## config.mk

```make
export PLATFORM = sky130hd
export DESIGN_NAME = data_sram_bridge
export DESIGN_NICKNAME = d
export VERILOG_FILES = /design/src/rtl/data_sram_bridge.sv
export SDC_FILE = /design/constraint.sdc
export NUM_CORES = 1
export LEC_CHECK = 0
export CAP_MARGIN = 30
export CORE_ASPECT_RATIO = 1.25
export CORE_MARGIN = 1.5
export CORE_UTILIZATION = 40
export CTS_CLUSTER_DIAMETER = 150
export DETAILED_ROUTE_END_ITERATION = 8
export PLACE_DENSITY = 0.88
export SLEW_MARGIN = 25
export SYNTH_ARGS = -nofsm -noshare
export SYNTH_HDL_FRONTEND = slang
export SYNTH_SLANG_ARGS = --single-unit
```

## constraint.sdc

```tcl
create_clock -name clk -period 4.5 [get_ports clk]
set_input_delay 0.45 -clock clk [delete_from_list [all_inputs] [get_ports clk]]
set_output_delay 0.45 -clock clk [all_outputs]
set_load 0.01 [all_outputs]
```

## src/rtl/data_sram_bridge.sv

```systemverilog
// data_sram_bridge: turns the core's single-cycle data_sram_* port into a
// req/addr_ok/data_ok bus transaction, stalling the pipeline while in flight
// and holding the last load's data for MEM.
module data_sram_bridge #(
    parameter int unsigned ADDR_W = 32,
    parameter int unsigned DATA_W = 32
) (
    input  logic                clk,
    input  logic                rst,
    input  logic                data_sram_en,
    input  logic [DATA_W/8-1:0] data_sram_wen,
    input  logic [ADDR_W-1:0]   data_sram_addr,
    input  logic [DATA_W-1:0]   data_sram_wdata,
    output logic [DATA_W-1:0]   data_sram_rdata,
    output logic                stallreq_mem,
    output logic                req,
    output logic                wr,
    output logic [1:0]          size,
    output logic [ADDR_W-1:0]   addr,
    output logic [DATA_W-1:0]   wdata,
    input  logic                addr_ok,
    input  logic                data_ok,
    input  logic [DATA_W-1:0]   rdata
);

    localparam int unsigned BE_W = DATA_W / 8;

    typedef enum logic [1:0] {
        IDLE = 2'd0,
        REQ  = 2'd1,
        WAIT = 2'd2,
        DONE = 2'd3
    } state_t;

    state_t state;

    logic              wr_c;
    logic [1:0]        size_c;
    logic [ADDR_W-1:0] addr_c;

    // Decode the core access into bus request fields; odd enable patterns fall back to a word.
    always_comb begin
        wr_c   = (data_sram_wen != BE_W'(0));
        size_c = 2'd2;
        if (wr_c) begin
            case (data_sram_wen)
                4'b0001, 4'b0010, 4'b0100, 4'b1000: size_c = 2'd0;
                4'b0011, 4'b1100:                   size_c = 2'd1;
                default:                            size_c = 2'd2;
            endcase
        end
        addr_c = wr_c ? data_sram_addr : {data_sram_addr[ADDR_W-1:2], 2'b00};
    end

    // Hold the pipeline from EX entry until the transaction completes; released in DONE.
    assign stallreq_mem = rst && (((state == IDLE) && data_sram_en) ||
                                  (state == REQ) || (state == WAIT));

    // Transaction FSM with registered bus outputs and load-data capture.
    always_ff @(posedge clk or negedge rst) begin
        if (!rst) begin
            state           <= IDLE;
            req             <= 1'b0;
            wr              <= 1'b0;
            size            <= 2'd0;
            addr            <= '0;
            wdata           <= '0;
            data_sram_rdata <= '0;
        end else begin
            case (state)
                IDLE: begin
                    if (data_sram_en) begin
                        req   <= 1'b1;
                        wr    <= wr_c;
                        size  <= size_c;
                        addr  <= addr_c;
                        wdata <= data_sram_wdata;
                        state <= REQ;
                    end
                end
                REQ: begin
                    // data_ok without addr_ok is a protocol error and is ignored
                    if (addr_ok) begin
                        req <= 1'b0;
                        if (data_ok) begin
                            state <= DONE;
                            if (!wr) begin
                                data_sram_rdata <= rdata;
                            end
                        end else begin
                            state <= WAIT;
                        end
                    end
                end
                WAIT: begin
                    if (data_ok) begin
                        state <= DONE;
                        if (!wr) begin
                            data_sram_rdata <= rdata;
                        end
                    end
                end
                DONE: begin
                    // EX still shows the finished access this cycle; do not reissue it
                    state <= IDLE;
                end
                default: begin
                    state <= IDLE;
                    req   <= 1'b0;
                end
            endcase
        end
    end

endmodule

```

Yosys cells after proc, flatten, opt, wreduce, memory -nomap -nowiden
Index checks and enable logic that the tools add are counted.
Word-level totals
  register bits: 102
  output and inout port bits: 101
Cells by class
  mux-type cells: 15
  reduce and logical (&&, ||, !) cells: 14
  eq/ne operators: 12
Operators with widths (count)
  $mux W32: 3
  $pmux W32 S2: 1
  $mux W2: 5
  $eq A4 B2 Y1 const B: 2
  $eq A4 B4 Y1 const B: 2
  $pmux W2 S4: 1
  $ne A2 B2 Y1 const B: 3
  $reduce_and A3 Y1: 2
  $eq A2 B2 Y1 const B: 2
  $eq A4 B1 Y1 const B: 1
  $eq A4 B3 Y1 const B: 1
  $pmux W2 S2: 1
  $reduce_and A2 Y1: 2
  $reduce_bool A2 Y1: 2
  $reduce_bool A4 Y1: 1
  $reduce_or A4 Y1: 1
  $mux W1: 3
  $eq A2 B1 Y1 const B: 1
  $logic_and A1 B1 Y1: 2
  $logic_not A2 Y1: 1
  $logic_or A1 B1 Y1: 2
  $pmux W1 S2: 1
  $reduce_or A2 Y1: 1

Logic depth before layout (Yosys ltp)
  depth after elaboration: 5
  mapped depth: 7
  mapped depth without buffers: 5

Worst setup path before layout
Ideal clock, no wire load.
  kind: register to output
  start: register state[0]
  end: output stallreq_mem
  arrival: 1.376 ns
  setup slack: 2.674 ns
  cell stages (with the launch flop): 7
  cell sequence: dfrtp_1 -> inv_1 -> ha_1 -> and2_1 -> buf_2 -> buf_4 -> o31a_1
Between the ends
  longest elaborated chain between the ends: 5
Ends and longest elaborated chain
  start, declared: RTL line 35  | state_t state;
  start signal, assigned: RTL line 62  | state <= IDLE;
  start signal, assigned: RTL line 78  | state <= REQ;
  start signal, assigned: RTL line 86  | state <= DONE;
  $logic_not A2 Y1: RTL line 56  | assign stallreq_mem = rst && (((state == IDLE) && data_sram_en) ||
  $logic_and A1 B1 Y1: RTL line 56
  $logic_or A1 B1 Y1: RTL line 56
  $logic_or A1 B1 Y1 *: RTL line 57  | (state == REQ) || (state == WAIT));
  $logic_and A1 B1 Y1 *: RTL line 56
  end, declared: RTL line 15  | output logic stallreq_mem,
Mark *: on every way between the ends. The rest lies on a longest branch, timed or not.

Final worst setup path
Same ends and word-level chain as after synthesis.

==> metrics.txt <==
status=complete, no violations; Setup Skew=~0.0067 ns; Period Utilization, post-route=0.532; max-slew violations=0; NetSw=~1.3 mW; root buf cell=clkbuf_16; Leak=2.63 nW; Setup crit end kind=output port; post-layout min period=approximately 2.4 ns; Post-DP HPWL=slightly below 7 mm; reg2reg setup slack=2.40 ns; antenna cells=0; nets=around 560; total die area=~10000 µm²; highest-count cells in the layout ignoring fill and taps=clkdlybuf4s50_1, dfrtp_1, mux2_2, clkbuf_16; Tightest Hold Check Type=in -> async; fin util=0.663; Site Rows=40; slew of the pin with the lowest slew margin=just under 0.8 ns; combinational power share=0.471; Final Power=4.44 mW; syn_area_per_cell=roughly 16 µm²; Die X=just over 90 µm; Clock Latency Late Sink=between 0.3 and 0.4 ns; antenna violations before repair=0; largest net degree at the start of global routing=64; critical path peak fanout=5; RR Endpoint=wdata[0]; internal power=~3.1 mW; Crit Path Class=reg -> out; mapped cell area=around 4000 µm²; # setup viols final=0; Reg area=about 2600 µm²; Synthesized Nets=350; commonest non-fill, non-tap cell in the layout=clkdlybuf4s50_1; WL per Instance=15.7 µm; Final ANT Viol Nets=0; Critical Path Max Stage Delay=roughly 0.48 ns; Netlist cell types=26; Initial Util=0.411; H-tree Lvls=3; Yosys reg bits=102; Fillers=roughly 730; Final Hold Vio Count=0; Slew headroom=0.480; CTS tree=yes; Worst EP required=4.05 ns; total I/O pin count=about 200; final worst slack=approximately 2.1 ns; hold slack=0.117 ns; Via density=around 4.8; vias in the first global route=between 2k and 3k; hold buffer count at cts=0; top cell type by total area after synthesis=dfrtp_1; synth-to-layout area growth=61.4%; DRT Wirelength=around 9 mm; Synth area leaders=dfrtp_1, mux2_2, buf_4; part of the power in registers=0.368; Pwr Density=roughly 700 nW/µm²; worst r2r src=state[0]; dpl ws=~2.2 ns; Multi-input gate area=approximately 1300 µm²; layout cells sized above 1=0.253; Syn Inst Count=242; register area share after synthesis=0.647; post-CTS setup buffer count=0; chip height=about 110 µm; Clock Sinks=around 100; DRT Pass-1 Iters=3; element type at the critical path start=flop; FMAX=about 420 MHz; MaxCap Viol Count=0; sw frac=0.297; critical path data arrival time=just under 2 ns; total negative slack=0 ns; total grt overflow=0; initial DRC count=76; CP max-delay cell=clkdlybuf4s50_1; share of power burned in the clock network=0.161; Synth top area share=0.647; TritonCTS Buffers=9; sequence of cells on the critical path=inv_1 > ha_1 > and2_2 > o31a_1 > clkdlybuf4s50_1; GRT Overall Usage=0.175; # DRC=0; CTS clock-pin slew for the worst setup and hold paths=about 0.070 ns; clk buf depth=2; Synth warnings=0; Port Buf Inserts=slightly above 200; R2R cell count=5; DR vias=between 2k and 3k; worst vdd ir=0.000383 V; core area=9610 µm²; PostCTS Resize Cnt=0; RSZ-0062 raised after global routing=no; placer congestion estimate=roughly 0.74; first-pass GRT wire length=14.2 mm
[through the flow]
step           std cells  cell area (µm²)
2_1_floorplan        242             3950
3_3_place_gp         566             6090
3_5_place_dp         566             6090
4_1_cts              581             6370
5_1_grt              581             6370
6_report             581             6370
[metal layers]
metal | up-vias | share of wire | global-route usage
li1 | 1277 | - | -
met1 | 1363 | 0.37 | 0.184
met2 | 125 | 0.53 | 0.322
met3 | 15 | 0.077 | 0.0500
met4 | 0 | 0.023 | 0.0769
met5 | - | 0 | 0
[sequential cells by signal, indices dropped and copies added, names as in the netlist]
| signal | flops |
|---|---|
| addr | 32 |
| data_sram_rdata | 32 |
| state | 2 |
| wr | 1 |
| size | 2 |
| wdata | 32 |
| req | 1 |
[synth_stat cells (all sizes together)]
cell type  number
nor2            4
o31a            1
nor4            1
a211oi          1
mux2           95
o21ai           4
nand2           4
nor4bb          1
and2            1
a22o            2
a21oi           1
a31oi           1
nor3            2
xor2            1
nor2b           3
ha              3
a21o            1
dfrtp         102
inv             3
buf            10
a2bb2oi         1
[critical path: cells and delay by family, from the launching register on]
family	cells	cell delay [ns]
adders and majority gates	1	0.25
DFF	1	0.37
buffers and inverters	2	0.57
and+or+nand+nor	1	0.19
AOI/OAI and AO/OA	1	0.23
[logic make-up (layout without fill, tap and decap cells)]
kind of cell	after synthesis	in the layout	share of synthesized area
flip-flops	102	102	0.647
adder cells (fa/ha/maj)	3	3	0.00952
buffers and inverters	13	226	0.0241
multiplexers	95	95	0.271
AND/OR/NAND/NOR	16	16	0.0254
XOR/XNOR	1	1	0.00222
AO/OA/AOI/OAI	12	12	0.0206
[power by group through the flow]
| stage | Clock, mW | Combinational (mW) | Sequential [mW] |
|---|---|---|---|
| 2_1_floorplan | 0 | 0.734 | 1.85 |
| 3_3_place_gp | 0 | 2.06 | 1.62 |
| 3_5_place_dp | 0 | 2.11 | 1.66 |
| 4_1_cts | 0.735 | 2.12 | 1.64 |
| 5_1_grt | 0.769 | 2.22 | 1.69 |
| 6_report | 0.715 | 2.09 | 1.63 |
[worst max-delay path by stage]
| stage | startpoint | endpoint | slack [ns] | cells after the start |
|---|---|---|---|---|
| 3_3_place_gp | data_sram_en | wdata[2] | 2.24 | 4 |
| 4_1_cts | state[0] | stallreq_mem | 2.09 | 5 |
| 2_1_floorplan | state[0] | stallreq_mem | 2.67 | 6 |
| 6_report | state[0] | stallreq_mem | 2.10 | 5 |
| 3_5_place_dp | data_sram_en | wdata[0] | 2.20 | 4 |
| 5_1_grt | state[0] | stallreq_mem | 2.03 | 5 |
[final cells by class]
cell class / count / share of cell area
tap: 126 / 0.0248
sequential: 102 / 0.401
inverter: 3 / 0.00177
timing repair buffer: 208 / 0.325
clock inverter: 5 / 0.00550
multi-input combinational: 127 / 0.204
clock buffer: 10 / 0.0375
(Power assumes the default switching activity.)
